## src/rtl/fetch_prefetch_unit.sv

```systemverilog
// fetch_prefetch_unit: instruction fetch stage with a small prefetch FIFO.
// Owns the fetch PC, issues word reads over a req/ack handshake, buffers
// returned words with their PCs and presents them to decode via valid/ready.
// A redirect flushes the buffer and discards any read still in flight.
// Optional feature: define FETCH_STALL_CNT_EN to add the stall_cycles counter.
module fetch_prefetch_unit #(
  parameter int                ADDR_W   = 16,
  parameter int                DATA_W   = 32,
  parameter int                DEPTH    = 4,
  parameter logic [ADDR_W-1:0] RESET_PC = '0
) (
  input  logic                     clk,
  input  logic                     reset,
  output logic                     mem_req,
  output logic [ADDR_W-1:0]        mem_addr,
  input  logic                     mem_ack,
  input  logic [DATA_W-1:0]        mem_rdata,
  output logic                     instr_valid,
  output logic [DATA_W-1:0]        instr_out,
  output logic [ADDR_W-1:0]        instr_pc,
  input  logic                     instr_ready,
  input  logic                     redirect,
  input  logic [ADDR_W-1:0]        redirect_pc,
  output logic [$clog2(DEPTH):0]   fifo_count
`ifdef FETCH_STALL_CNT_EN
  ,
  output logic [15:0]              stall_cycles
`endif
);

  localparam int PTR_W = $clog2(DEPTH);
  localparam int CNT_W = PTR_W + 1;
  localparam logic [CNT_W-1:0] FULL = CNT_W'(DEPTH);

  typedef enum logic [1:0] {
    IDLE = 2'd0,  // no request outstanding
    REQ  = 2'd1,  // request outstanding, result will be kept
    DROP = 2'd2   // request outstanding for a stale address, result discarded
  } state_t;

  typedef struct packed {
    logic [ADDR_W-1:0] pc;
    logic [DATA_W-1:0] data;
  } entry_t;

  state_t            state, state_next;
  logic [ADDR_W-1:0] fetch_pc, pc_next, addr_next;
  logic [CNT_W-1:0]  count_next;
  logic [PTR_W-1:0]  wr_ptr, rd_ptr;
  entry_t            fifo_mem [DEPTH];
  entry_t            head;
  logic              xfer, push, pop, space;

  // Handshake events; a redirect overrides both push and pop on its edge.
  assign xfer  = mem_req & mem_ack;
  assign push  = xfer & (state == REQ) & ~redirect;
  assign pop   = instr_valid & instr_ready & ~redirect;
  assign space = count_next < FULL;

  // Occupancy and fetch PC after this edge.
  always_comb begin
    // NOTE: every always_comb output gets a default first so no latch is inferred.
    count_next = fifo_count;
    pc_next    = fetch_pc;
    if (redirect) begin
      count_next = '0;
      pc_next    = redirect_pc;
    end else begin
      if (push && !pop) count_next = fifo_count + CNT_W'(1);
      else if (pop && !push) count_next = fifo_count - CNT_W'(1);
      if (push) pc_next = fetch_pc + ADDR_W'(1);
    end
  end

  // Next-state logic; mem_addr only moves when a new request is issued.
  always_comb begin
    state_next = state;
    addr_next  = mem_addr;
    case (state)
      IDLE: begin
        if (space) begin
          state_next = REQ;
          addr_next  = pc_next;
        end
      end
      REQ: begin
        if (xfer) begin
          state_next = space ? REQ : IDLE;
          addr_next  = pc_next;
        end else if (redirect) begin
          // Handshake is never withdrawn: keep the stale address until acked.
          state_next = DROP;
        end
      end
      DROP: begin
        if (xfer) begin
          state_next = space ? REQ : IDLE;
          addr_next  = pc_next;
        end
      end
      default: state_next = IDLE;
    endcase
  end

  // State register, registered request/address and fetch PC.
  always_ff @(posedge clk or negedge reset) begin
    if (!reset) begin
      state    <= IDLE;
      mem_req  <= 1'b0;
      mem_addr <= RESET_PC;
      fetch_pc <= RESET_PC;
    end else begin
      // NOTE: sequential state uses non-blocking assignments so every flop
      // samples pre-edge values regardless of statement order.
      state    <= state_next;
      mem_req  <= (state_next != IDLE);
      mem_addr <= addr_next;
      fetch_pc <= pc_next;
    end
  end

  // FIFO storage write.
  always_ff @(posedge clk) begin
    // NOTE: storage is deliberately not reset; fifo_count gates every read,
    // so stale contents are never observable.
    if (push) fifo_mem[wr_ptr] <= '{pc: fetch_pc, data: mem_rdata};
  end

  // FIFO pointers and occupancy; redirect flushes everything.
  always_ff @(posedge clk or negedge reset) begin
    if (!reset) begin
      wr_ptr     <= '0;
      rd_ptr     <= '0;
      fifo_count <= '0;
    end else if (redirect) begin
      wr_ptr     <= '0;
      rd_ptr     <= '0;
      fifo_count <= '0;
    end else begin
      if (push) wr_ptr <= wr_ptr + PTR_W'(1);
      if (pop)  rd_ptr <= rd_ptr + PTR_W'(1);
      fifo_count <= count_next;
    end
  end

  assign head        = fifo_mem[rd_ptr];
  assign instr_valid = (fifo_count != '0);
  assign instr_out   = instr_valid ? head.data : '0;
  assign instr_pc    = instr_valid ? head.pc   : '0;

`ifdef FETCH_STALL_CNT_EN
  // Count cycles where decode is ready but nothing is available; saturating.
  always_ff @(posedge clk or negedge reset) begin
    if (!reset) begin
      stall_cycles <= '0;
    end else if (instr_ready && !instr_valid && stall_cycles != 16'hFFFF) begin
      stall_cycles <= stall_cycles + 16'd1;
    end
  end
`endif

endmodule

```

## config.mk

```make
export PLATFORM = sky130hd
export DESIGN_NAME = fetch_prefetch_unit
export DESIGN_NICKNAME = d
export VERILOG_FILES = /design/src/rtl/fetch_prefetch_unit.sv
export SDC_FILE = /design/constraint.sdc
export NUM_CORES = 1
export LEC_CHECK = 0
export BUFFER_PORTS_ARGS = -buffer_cell sky130_fd_sc_hd__buf_2
export CORE_MARGIN = 5
export CORE_UTILIZATION = 60
export CTS_BUF_LIST = sky130_fd_sc_hd__clkbuf_4
export CTS_CLUSTER_SIZE = 12
export DETAILED_ROUTE_END_ITERATION = 7
export GPL_TIMING_DRIVEN = 0
export PLACE_DENSITY = 0.82
export SLEW_MARGIN = 30
export SYNTH_ARGS = -nofsm -noshare
export SYNTH_HDL_FRONTEND = slang
export SYNTH_SLANG_ARGS = --single-unit
```

## constraint.sdc

```tcl
create_clock -name clk -period 6.1 [get_ports clk]
set_clock_uncertainty 0.05 [all_clocks]
set_input_delay 0.305 -clock clk [delete_from_list [all_inputs] [get_ports clk]]
set_output_delay 0.305 -clock clk [all_outputs]
set_load 0.02 [all_outputs]
```

==> results.md, run 1 <==
- Cell with the most instances after synthesis: sky130_fd_sc_hd__edfxtp_1
- Violation count after the first detailed-routing iteration: 420
- Most numerous cell types in the synthesized netlist: 192 x sky130_fd_sc_hd__edfxtp_1, 52 x sky130_fd_sc_hd__and2_1, 48 x sky130_fd_sc_hd__mux4_2, 42 x sky130_fd_sc_hd__dfrtp_1, 24 x sky130_fd_sc_hd__nand2_1
- Fmax: 313 MHz
- DRC viols: 0
- Reg area: 6820 µm²
- Fraction of final layout cells with drive strength greater than 1: 36.8%
- Setup ws final: 2900 ps
- Number of register bits inferred by synthesis: 234
- Multiplexer area fraction after synthesis: 13.7%
- Final Max Tran Viols: 0
- Ys async rst share: 17.9%
- CP Data Required Time: 5740 ps
- Placed cell count: 862
- Synth Area in XOR/XNOR: 1.38%
- Clock tree from TritonCTS: done
- Post-synthesis simple-gate area fraction: 7.37%
- Adder-cell area share of the yosys netlist: 1.79%
- Top post-synthesis cells by area: sky130_fd_sc_hd__edfxtp_1 61%, sky130_fd_sc_hd__mux4_2 11%, sky130_fd_sc_hd__dfrtp_1 11%
- Number of filler instances in the final layout: 958
- Share of the cycle needed by the critical path after routing: 52.4%
- Pin count of the biggest net entering global routing: 43
- Number of global-route vias before repair: 6165
- Detailed placement HPWL: 12100 µm
- Count of buffers inserted at the top-level ports: 121
- Outcome: finished clean
- Die height: 136 µm
- First-pass GRT wire length: 31100 µm
- Peak supply drop: 0.320 mV
- Clock-pin slew reported for the worst setup and hold paths after clock tree synthesis: 70 ps
- Yosys top cell area share: 60.8%
- Number of levels in the clock H-tree: 2
- Shortest clock period the worst path allows after layout: 3200 ps
- Maximum fanout count along the critical path: 10
- Dominant cell type by area after synthesis: sky130_fd_sc_hd__edfxtp_1
- Post-route insts no fill: 1014
- Multi-input gate area in the final layout: 2540 µm²
- Layout Area Growth over Synthesis: 22.9%
- RSZ-0062 raised after global routing: no
- Number of buffers between clock root and the deepest sink: 3
- WL per Instance: 18.8 µm
- Initial core utilization: 60.4%
- Detailed Routing Iterations Pass 1: 5
- Primary FF master, synth: sky130_fd_sc_hd__edfxtp_1
- Clock latency reported for the late side of the worst-skew pair: 630 ps
- Count of nets after finishing: 818
- Routed Wire Length: 19100 µm
- GP Congestion: 0.868
- Floorplan row count: 46
- Number of clock sinks: 234
- Total Neg Setup Slack: 0 ps
- Mapped Nets: 586
- Total number of vias: 5491
- Post-CTS Setup Bufs: 0
- Mean number of vias per cell: 5.42
- Overall die area: 18400 µm²
- Antenna-violating nets left: 0
- Number of enable flip-flop cells after synthesis: 192
- Worst slew pin tran: 685 ps
- Classification of the worst-slack hold path: input port to async pin
- All-Layer GR Usage: 22.0%
- Synthesized-area fraction occupied by ao, oa, aoi and oai cells: 2.35%
- Arrival time of data at the critical path endpoint: 2840 ps
- Antenna cells: 0
- Critical path type: flop to output port
- Clock tree root driver cell: sky130_fd_sc_hd__clkbuf_4
- Num CTS Buffers: 55
- Remaining Overflow, GRT: 0
- # IOs: 122
- Relative max-transition margin: 54.3%
- Final number of hold-violating endpoints: 0
- Kind of start point of the critical path: flop
- Max Cap Violations: 0
- Post-Place Worst Slack: 3270 ps
- Synth unique cells: 44
- Post-synthesis cell count: 521
- Synthesized area per cell: 18.2 µm²
- Total leakage power: 0.00431 µW
- Endpoint class of the critical path: output port
- Number of antenna violations at the first check in global routing: 0
- Sequential-to-total area share from yosys stat: 71.8%
- Cell area after synthesis: 9490 µm²
- Total of warnings raised by yosys: 0
- Area of the placeable core: 15700 µm²
- Die X-Extent: 136 µm
- Final setup fails: 0
- Largest family of logic cells by synthesized area: multiplexers
- Pwr per Cell Area: 409 nW/µm²
final cells by class:
class / instances / area share, %
clock inverters: 16 / 0.515
inverters: 12 / 0.386
well taps: 216 / 2.32
multi-input cells: 252 / 21.7
plain buffers: 23 / 0.869
flip-flops and latches: 234 / 58.4
repair buffers: 175 / 10.2
clock buffers: 86 / 5.54
where the power goes:
| part | leakage [µW] | total (µW) | internal (µW) | switching [µW] |
|---|---|---|---|---|
| logic | 0.00165 | 1560 | 677 | 887 |
| registers | 0.00224 | 1980 | 1880 | 93.7 |
| clock network | 0.000423 | 1230 | 641 | 585 |
| total | 0.00431 | 4770 | 3200 | 1570 |
logic make-up (layout without fill, tap and decap cells):
family	count (synthesis)	in the layout
flops	234	234
simple gates	123	123
mux	68	68
buf+inv	35	312
compound gates	32	32
xor+xnor	15	15
fa+ha+maj	14	14
state kept, by name (all words and copies together), names as in the netlist:
register,flops
fifo_mem,192
fetch_pc,16
wr_ptr,2
fifo_count,3
mem_addr,16
mem_req,1
rd_ptr,2
state,2
metal layers:
layer | routed length, µm | share of wire [%] | up-vias | global-route usage [%]
met5 | 0 | 0 | - | 0
met4 | 296 | 1.6 | 0 | 8.06
met3 | 1080 | 5.7 | 27 | 4.57
met2 | 9900 | 52 | 191 | 37.7
met1 | 7810 | 41 | 2744 | 28.0
li1 | - | - | 2529 | -
cells in the final DEF (no fill, tap or decap), drive strengths merged, types with 2 or more instances in the layout:
cell / instances
dfrtp: 42
nand2b: 2
and2: 52
a21oi: 6
mux2: 17
o31a: 2
a31oi: 3
and3: 2
or3: 4
buf: 135
nor3: 4
o21ai: 13
clkinv: 15
or4: 2
nor2: 12
nand3: 8
clkbuf: 99
nand4: 5
edfxtp: 192
maj3: 2
o21a: 2
nor4: 5
mux2i: 3
a211o: 2
inv: 13
mux4: 48
ha: 12
dlygate4sd3: 50
xor2: 5
xnor2: 10
nand2: 24
final timing paths:
kind / start / end / depth (start not counted) / slack (ps)
worst min-delay path: reset / mem_addr[0] / 2 / 140
max in group asynchronous: reset / fifo_count[2] / 2 / 5480
min in group clk: mem_ack / wr_ptr[1] / 4 / 160
worst max-delay path: rd_ptr[1] / instr_pc[3] / 5 / 2900
worst max register to register: state[1] / mem_addr[10] / 8 / 3300
worst min register to register: mem_addr[5] / mem_addr[5] / 1 / 450
per-stage QoR:
step | hold slack (ps) | cell area [µm²] | total power [µW] | util, %
3_5_place_dp | 438 | 10500 | 3570 | 66.5
6_report | 140 | 11700 | 4770 | 74.2
2_1_floorplan | -40.6 | 9490 | 3080 | -
3_3_place_gp | 425 | 10400 | 3520 | 66.0
4_1_cts | 4.20 | 11700 | 4830 | 74.2
5_1_grt | 144 | 11700 | 5040 | 74.2
worst max-delay path: stages (launching register included):
cell and delay (ps):
sky130_fd_sc_hd__dfrtp_1 410, sky130_fd_sc_hd__buf_1 550, sky130_fd_sc_hd__buf_1 520, sky130_fd_sc_hd__mux4_2 400, sky130_fd_sc_hd__and2_1 160, sky130_fd_sc_hd__buf_2 150
timing repair:
action                                  CTS  global route
hold buffers                             49             1
endpoints found under the setup margin    0             0
gates resized for setup                   0             0
hold endpoints to repair                200             1
Power figures use the tool's default switching activity.
==> run 2: changes to the inputs <==
--- a/config.mk
+++ b/config.mk
@@ -5,14 +5,15 @@
 export SDC_FILE = /design/constraint.sdc
 export NUM_CORES = 1
 export LEC_CHECK = 0
+export ABC_AREA = 1
 export BUFFER_PORTS_ARGS = -buffer_cell sky130_fd_sc_hd__buf_2
 export CORE_MARGIN = 5
-export CORE_UTILIZATION = 60
+export CORE_UTILIZATION = 54
 export CTS_BUF_LIST = sky130_fd_sc_hd__clkbuf_4
 export CTS_CLUSTER_SIZE = 12
 export DETAILED_ROUTE_END_ITERATION = 7
 export GPL_TIMING_DRIVEN = 0
-export PLACE_DENSITY = 0.82
+export PLACE_DENSITY = 0.78
 export SLEW_MARGIN = 30
 export SYNTH_ARGS = -nofsm -noshare
 export SYNTH_HDL_FRONTEND = slang
==> constraint.sdc (replaced) <==
create_clock -name clk -period 2.6 [get_ports clk]
set_clock_uncertainty 0.05 [all_clocks]
set_input_delay 0.13 -clock clk [delete_from_list [all_inputs] [get_ports clk]]
set_output_delay 0.13 -clock clk [all_outputs]
set_load 0.02 [all_outputs]
==> results.md, run 2 <==
- Floorplan row count: 49
- Kind of start point of the critical path: flop
- Largest registers: fifo_mem x192, fetch_pc x16, mem_addr x16
- # IOs: 122
- Yosys top cell area share: 59.0%
- Synth unique cells: 34
- Antenna cells: 0
- Total of warnings raised by yosys: 0
- Shortest clock period the worst path allows after layout: 2520 ps
- Remaining Overflow, GRT: 0
- Arrival time of data at the critical path endpoint: 2340 ps
- Number of buffers between clock root and the deepest sink: 3
- Count of buffers inserted at the top-level ports: 121
- Die X-Extent: 145 µm
- Die height: 145 µm
- Share of the cycle needed by the critical path after routing: 96.8%
- Relative max-transition margin: 59.6%
- Fraction of final layout cells with drive strength greater than 1: 24.7%
- Critical path type: flop to output port
- Final setup fails: 0
- Clock tree root driver cell: sky130_fd_sc_hd__clkbuf_4
- Mean number of vias per cell: 5.26
- Peak supply drop: 0.928 mV
- Outcome: finished clean
- Worst slew pin tran: 606 ps
- Endpoint class of the critical path: output port
- Min Hold Slack: 189 ps
- CP Data Required Time: 2420 ps
- Number of levels in the clock H-tree: 2
- Sequential-to-total area share from yosys stat: 69.8%
- Library cell contributing the largest single delay on the critical path: sky130_fd_sc_hd__dfrtp_2
- DRC viols: 0
- Layout Area Growth over Synthesis: 27.5%
- Detailed placement HPWL: 14500 µm
- Fmax: 397 MHz
- Most common library cell in the layout ignoring fill and taps: sky130_fd_sc_hd__nor2_1
- Number of global-route vias before repair: 7497
- Total Power Consumption: 12000 µW
- Number of clock sinks: 234
- Post-synthesis cell count: 889
- Area of the placeable core: 17900 µm²
- Ys async rst share: 17.9%
- Bufs and invs on worst path: 4
- Critical path cell sequence: clkinv_2 > clkbuf_4 > clkbuf_4 > o21ai_0 > a21oi_2 > buf_4
- Initial core utilization: 54.6%
- Multi-input gate area in the final layout: 2730 µm²
- Overall die area: 20900 µm²
- Register ranked first by flip-flop count: fifo_mem
- Number of filler instances in the final layout: 1257
- Largest register FFs: 192
- Mapped Nets: 954
- Total number of vias: 7387
- Crit path top cell by count: sky130_fd_sc_hd__clkbuf_4
- Detailed Routing Iterations Pass 1: 4
- Count of nets after finishing: 1205
- Top post-synthesis cells by area: sky130_fd_sc_hd__edfxtp_1 59%, sky130_fd_sc_hd__dfrtp_1 11%, sky130_fd_sc_hd__nor2_1 8.1%
- Num CTS Buffers: 54
- WL per Instance: 16.6 µm
- Synthesized area per cell: 11.0 µm²
- First-pass GRT wire length: 36100 µm
- Final Max Tran Viols: 0
- Number of enable flip-flop cells after synthesis: 192
- Total leakage power: 0.00509 µW
- GP Congestion: 0.826
- Routed Wire Length: 23400 µm
- Final number of hold-violating endpoints: 0
- Post-Place Worst Slack: 88.1 ps
- Reg area: 6820 µm²
- Number of antenna violations at the first check in global routing: 0
- Antenna-violating nets left: 0
- Clock latency reported for the late side of the worst-skew pair: 650 ps
- Commonest cells after routing, fill and taps aside: 208 x sky130_fd_sc_hd__nor2_1, 192 x sky130_fd_sc_hd__edfxtp_1, 129 x sky130_fd_sc_hd__nand2_1
- Most numerous cell types in the synthesized netlist: 212 x sky130_fd_sc_hd__nor2_1, 192 x sky130_fd_sc_hd__edfxtp_1, 129 x sky130_fd_sc_hd__nand2_1, 110 x sky130_fd_sc_hd__o21ai_0, 55 x sky130_fd_sc_hd__a21oi_1
- Violation count after the first detailed-routing iteration: 449
- Pwr per Cell Area: 962 nW/µm²
- Clock tree from TritonCTS: done
- Max stage delay on crit path: 470 ps
- Dominant cell type by area after synthesis: sky130_fd_sc_hd__edfxtp_1
- Number of register bits inferred by synthesis: 234
- Top Family by Delay on Critical Path: buffers and inverters
- Max Cap Violations: 0
- Cell with the most instances after synthesis: sky130_fd_sc_hd__nor2_1
- Maximum fanout count along the critical path: 10
- Classification of the worst-slack hold path: input port to flop
- Primary FF master, synth: sky130_fd_sc_hd__edfxtp_1
- Setup ws final: 82.3 ps
- All-Layer GR Usage: 22.4%
- Clock-pin slew reported for the worst setup and hold paths after clock tree synthesis: 70 ps
- Pin count of the biggest net entering global routing: 43
- Cell area after synthesis: 9770 µm²
## run 2: layer usage
metal / vias up / global-route usage (%) / part of all wire, %
met5: - / 0 / 0
met4: 0 / 8.00 / 1.7
met3: 39 / 5.22 / 7.8
met2: 312 / 38.2 / 49
met1: 3462 / 28.1 / 42
li1: 3574 / - / -
## run 2: logic make-up (layout without fill, tap and decap cells)
logic type / Yosys count / after routing / synth area share (%)
compound gates: 170 / 170 / 8.86
xor+xnor: 5 / 5 / 0.448
fa+ha+maj: 12 / 12 / 1.54
buf+inv: 85 / 371 / 3.46
flops: 234 / 234 / 69.8
simple gates: 383 / 383 / 15.9
## run 2: power by group
part / total (µW) / switching, µW / internal (µW)
clock: 2770 / 1350 / 1420
sequential: 4640 / 221 / 4420
combinational: 4570 / 3070 / 1500
total: 12000 / 4640 / 7340
## run 2: final cells by class
class                      instances  share of cell area [%]
sequential                       234                    54.7
multi-input combinational        570                    21.9
timing repair buffer             196                    12.6
clock buffer                      82                    4.94
tap                              229                    2.30
buffer                            41                    1.95
inverter                          43                    1.33
clock inverter                     9                   0.291
## run 2: worst paths after layout
path	endpoint	slack, ps	cells after the start	start
max in group asynchronous	rd_ptr[0]	1590	3	reset
min in group asynchronous	mem_addr[15]	510	3	reset
max	instr_pc[12]	80	6	rd_ptr[0]
min	fetch_pc[10]	190	4	redirect_pc[10]
max reg2reg	mem_addr[12]	250	12	state[1]
min reg2reg	mem_addr[1]	430	2	mem_addr[1]
## run 2: worst min-delay path, stage by stage
cell	delay (ps)
sky130_fd_sc_hd__dlygate4sd3_1	510
sky130_fd_sc_hd__buf_2	90
sky130_fd_sc_hd__nand2_1	40
sky130_fd_sc_hd__nand2_1	70
## run 2: stage by stage
step	std cells	utilization [%]	setup TNS, ps	instance area [µm²]
finish	1404	69.6	0	12500
global route	1404	69.6	-97.0	12500
CTS	1395	68.5	0	12300
detailed placement	1248	61.1	0	10900
global placement	1239	59.6	-239880	10700
floorplan	889	-	-46060	9780
## run 2: timing repair
action | in CTS | in global routing
setup endpoints to repair | 48 | 136
setup buffers | 0 | 8
hold endpoints to repair | 212 | 42
hold buffers | 57 | 1
gates cloned | 0 | 0
gates resized for setup | 42 | 47
pin swaps | 0 | 3
==> run 3: changes to the inputs <==
--- a/config.mk
+++ b/config.mk
@@ -14,6 +14,7 @@
 export DETAILED_ROUTE_END_ITERATION = 7
 export GPL_TIMING_DRIVEN = 0
 export PLACE_DENSITY = 0.78
+export SETUP_SLACK_MARGIN = 0.2
 export SLEW_MARGIN = 30
 export SYNTH_ARGS = -nofsm -noshare
 export SYNTH_HDL_FRONTEND = slang
==> results.md, run 3 (synthesis gave the netlist of run 2 again) <==
- Number of buffers between clock root and the deepest sink: 3
- Depth of the worst register-to-register path: 12
- Violation count after the first detailed-routing iteration: 547
- Reg-to-reg setup timing slack: 350 ps
- Num CTS Buffers: 54
- Max stage delay on crit path: 370 ps
- Design Area, Final: 12700 µm²
- Antenna cells: 0
- RSZ-0062 raised after global routing: yes
- Pin count of the biggest net entering global routing: 43
- Floorplan row count: 49
- Register ranked first by flip-flop count: fifo_mem
- Critical path type: flop to output port
- Post-Place Worst Slack: 88.1 ps
- Share of the cycle needed by the critical path after routing: 89.5%
- Number of global-route vias before repair: 7540
- Detailed placement HPWL: 14500 µm
- Routed Wire Length: 23900 µm
- Number of filler instances in the final layout: 1201
- Clock latency reported for the late side of the worst-skew pair: 670 ps
- Count of nets after finishing: 1215
- Hold Path Depth: 4
- Share of power burned in registers: 37.2%
- Met3 global-route usage: 5.46%
- Number of levels in the clock H-tree: 2
- First-pass GRT wire length: 37000 µm
- Die height: 145 µm
- Hold wc startpoint: redirect_pc[13]
- Pwr per Cell Area: 976 nW/µm²
- Arrival time of data at the critical path endpoint: 2150 ps
- Met1 track demand over resource: 28.6%
- Endpoint class of the critical path: output port
- Overall die area: 20900 µm²
- Initial core utilization: 54.6%
- Relative max-transition margin: 63.2%
- Capture endpoint of the worst hold path: fetch_pc[13]
- Classification of the worst-slack hold path: input port to flop
- Total leakage power: 0.00522 µW
- Global-route track usage on met2: 40.0%
- First element of the critical path: fifo_count[0]
- GP Congestion: 0.826
- Area of the placeable core: 17900 µm²
- Reg-to-reg endpoint: mem_addr[12]
- Kind of start point of the critical path: flop
- Sw power: 4780 µW
- Remaining Overflow, GRT: 0
- Max Cap Violations: 0
- Largest register FFs: 192
- Number of antenna violations at the first check in global routing: 0
- Total placed instance area: 10900 µm²
- Reg area: 6820 µm²
- Die X-Extent: 145 µm
- Combinational power share: 40.4%
- Fmax: 430 MHz
- Maximum fanout count along the critical path: 10
- Total number of vias: 7503
- CP Data Required Time: 2420 ps
- Outcome: finished clean
- Clock-pin slew reported for the worst setup and hold paths after clock tree synthesis: 70 ps
- Antenna-violating nets left: 0
- Fraction of final layout cells with drive strength greater than 1: 26.6%
- Internal: 7660 µW
- Final number of hold-violating endpoints: 0
- All-Layer GR Usage: 23.0%
- Number of clock sinks: 234
- Shortest clock period the worst path allows after layout: 2330 ps
- Worst slew pin tran: 552 ps
- Largest registers: fifo_mem x192, fetch_pc x16, mem_addr x16
- DRC viols: 0
- Critical path cell sequence: inv_1 > ha_1 > nand2_2 > inv_2 > clkbuf_2 > a21oi_1 > buf_4
- Layout Area Growth over Synthesis: 30.4%
- Count of buffers inserted at the top-level ports: 121
- Final Max Tran Viols: 0
- Setup ws final: 274 ps
- WL per Instance: 16.9 µm
- Detailed Routing Iterations Pass 1: 5
- Multi-input gate area in the final layout: 2780 µm²
- Most common library cell in the layout ignoring fill and taps: sky130_fd_sc_hd__nor2_1
- # IOs: 122
- Peak supply drop: 0.723 mV
- FF-to-FF Start: state[1]
- Most used routing layer in global routing: met2
- Library cell contributing the largest single delay on the critical path: sky130_fd_sc_hd__dfrtp_1
- Fin util: 71.2%
- Top Family by Delay on Critical Path: buffers and inverters
- Switching power as a share of total power: 38.4%
- Clock power share: 22.4%
- Clock tree root driver cell: sky130_fd_sc_hd__clkbuf_4
- Mean number of vias per cell: 5.31
- Clock tree from TritonCTS: done
- Bufs and invs on worst path: 4
- Commonest cells after routing, fill and taps aside: 207 x sky130_fd_sc_hd__nor2_1, 192 x sky130_fd_sc_hd__edfxtp_1, 129 x sky130_fd_sc_hd__nand2_1
- Total Power Consumption: 12400 µW
- Final setup fails: 0
[run 3: cell types whose count changed in the layout (fill, tap and decap cells not counted), sizes merged]
cell    before  now
buf        146  169
clkbuf     115  102
[run 3: repair_timing]
item | CTS | global route
pin swaps | 5 | 3
endpoints found under the hold margin | 212 | 42
resized for setup | 93 | 67
gates cloned | 0 | 1
setup buffers | 14 | 2
hold buffers | 57 | 1
endpoints found under the setup margin | 173 | 81
[run 3: per-layer routing]
metal	vias to the layer above	part of all wire [%]
met5	-	0
met4	0	1.9
met3	48	8.6
met2	337	49
met1	3523	40
li1	3595	-
[run 3: worst min-delay path, cell delays in order]
cell	delay [ps]
sky130_fd_sc_hd__dlygate4sd3_1	520
sky130_fd_sc_hd__buf_2	100
sky130_fd_sc_hd__nand2_1	40
sky130_fd_sc_hd__nand2_1	70
[run 3: worst max path at each step]
stage | endpoint | slack (ps) | cells after the start
finish | instr_out[22] | 270 | 7
floorplan | fifo_mem[0][0] | -240 | 6
CTS | instr_pc[12] | 150 | 7
detailed placement | fifo_mem[3][12] | 90 | 8
global placement | fifo_mem[3][12] | -1290 | 6
global route | instr_out[24] | 170 | 7
[run 3: power by group through the flow]
| stage | registers [µW] | logic, µW | clock network, µW |
|---|---|---|---|
| global route | 4670 | 5440 | 3060 |
| detailed placement | 4690 | 4140 | 0 |
| finish | 4630 | 5020 | 2790 |
| global placement | 4690 | 4020 | 0 |
| CTS | 4620 | 4710 | 2830 |
| floorplan | 4840 | 2500 | 0 |
[run 3: stage by stage]
step           cells  hold slack, ps  TNS (ps)
2_1_floorplan    889            -216    -46060
3_3_place_gp    1239             266   -239880
3_5_place_dp    1248             277         0
4_1_cts         1410            83.3         0
5_1_grt         1414             135         0
6_report        1414             174         0
[run 3: cell type report]
| class | instances | share of cell area [%] |
|---|---|---|
| Clock buffer | 82 | 4.83 |
| Clock inverter | 9 | 0.285 |
| Inverter | 43 | 1.33 |
| Timing Repair Buffer | 205 | 13.3 |
| Tap cell | 229 | 2.25 |
| Buffer | 42 | 2.72 |
| Sequential cell | 234 | 53.5 |
| Multi-Input combinational cell | 570 | 21.8 |
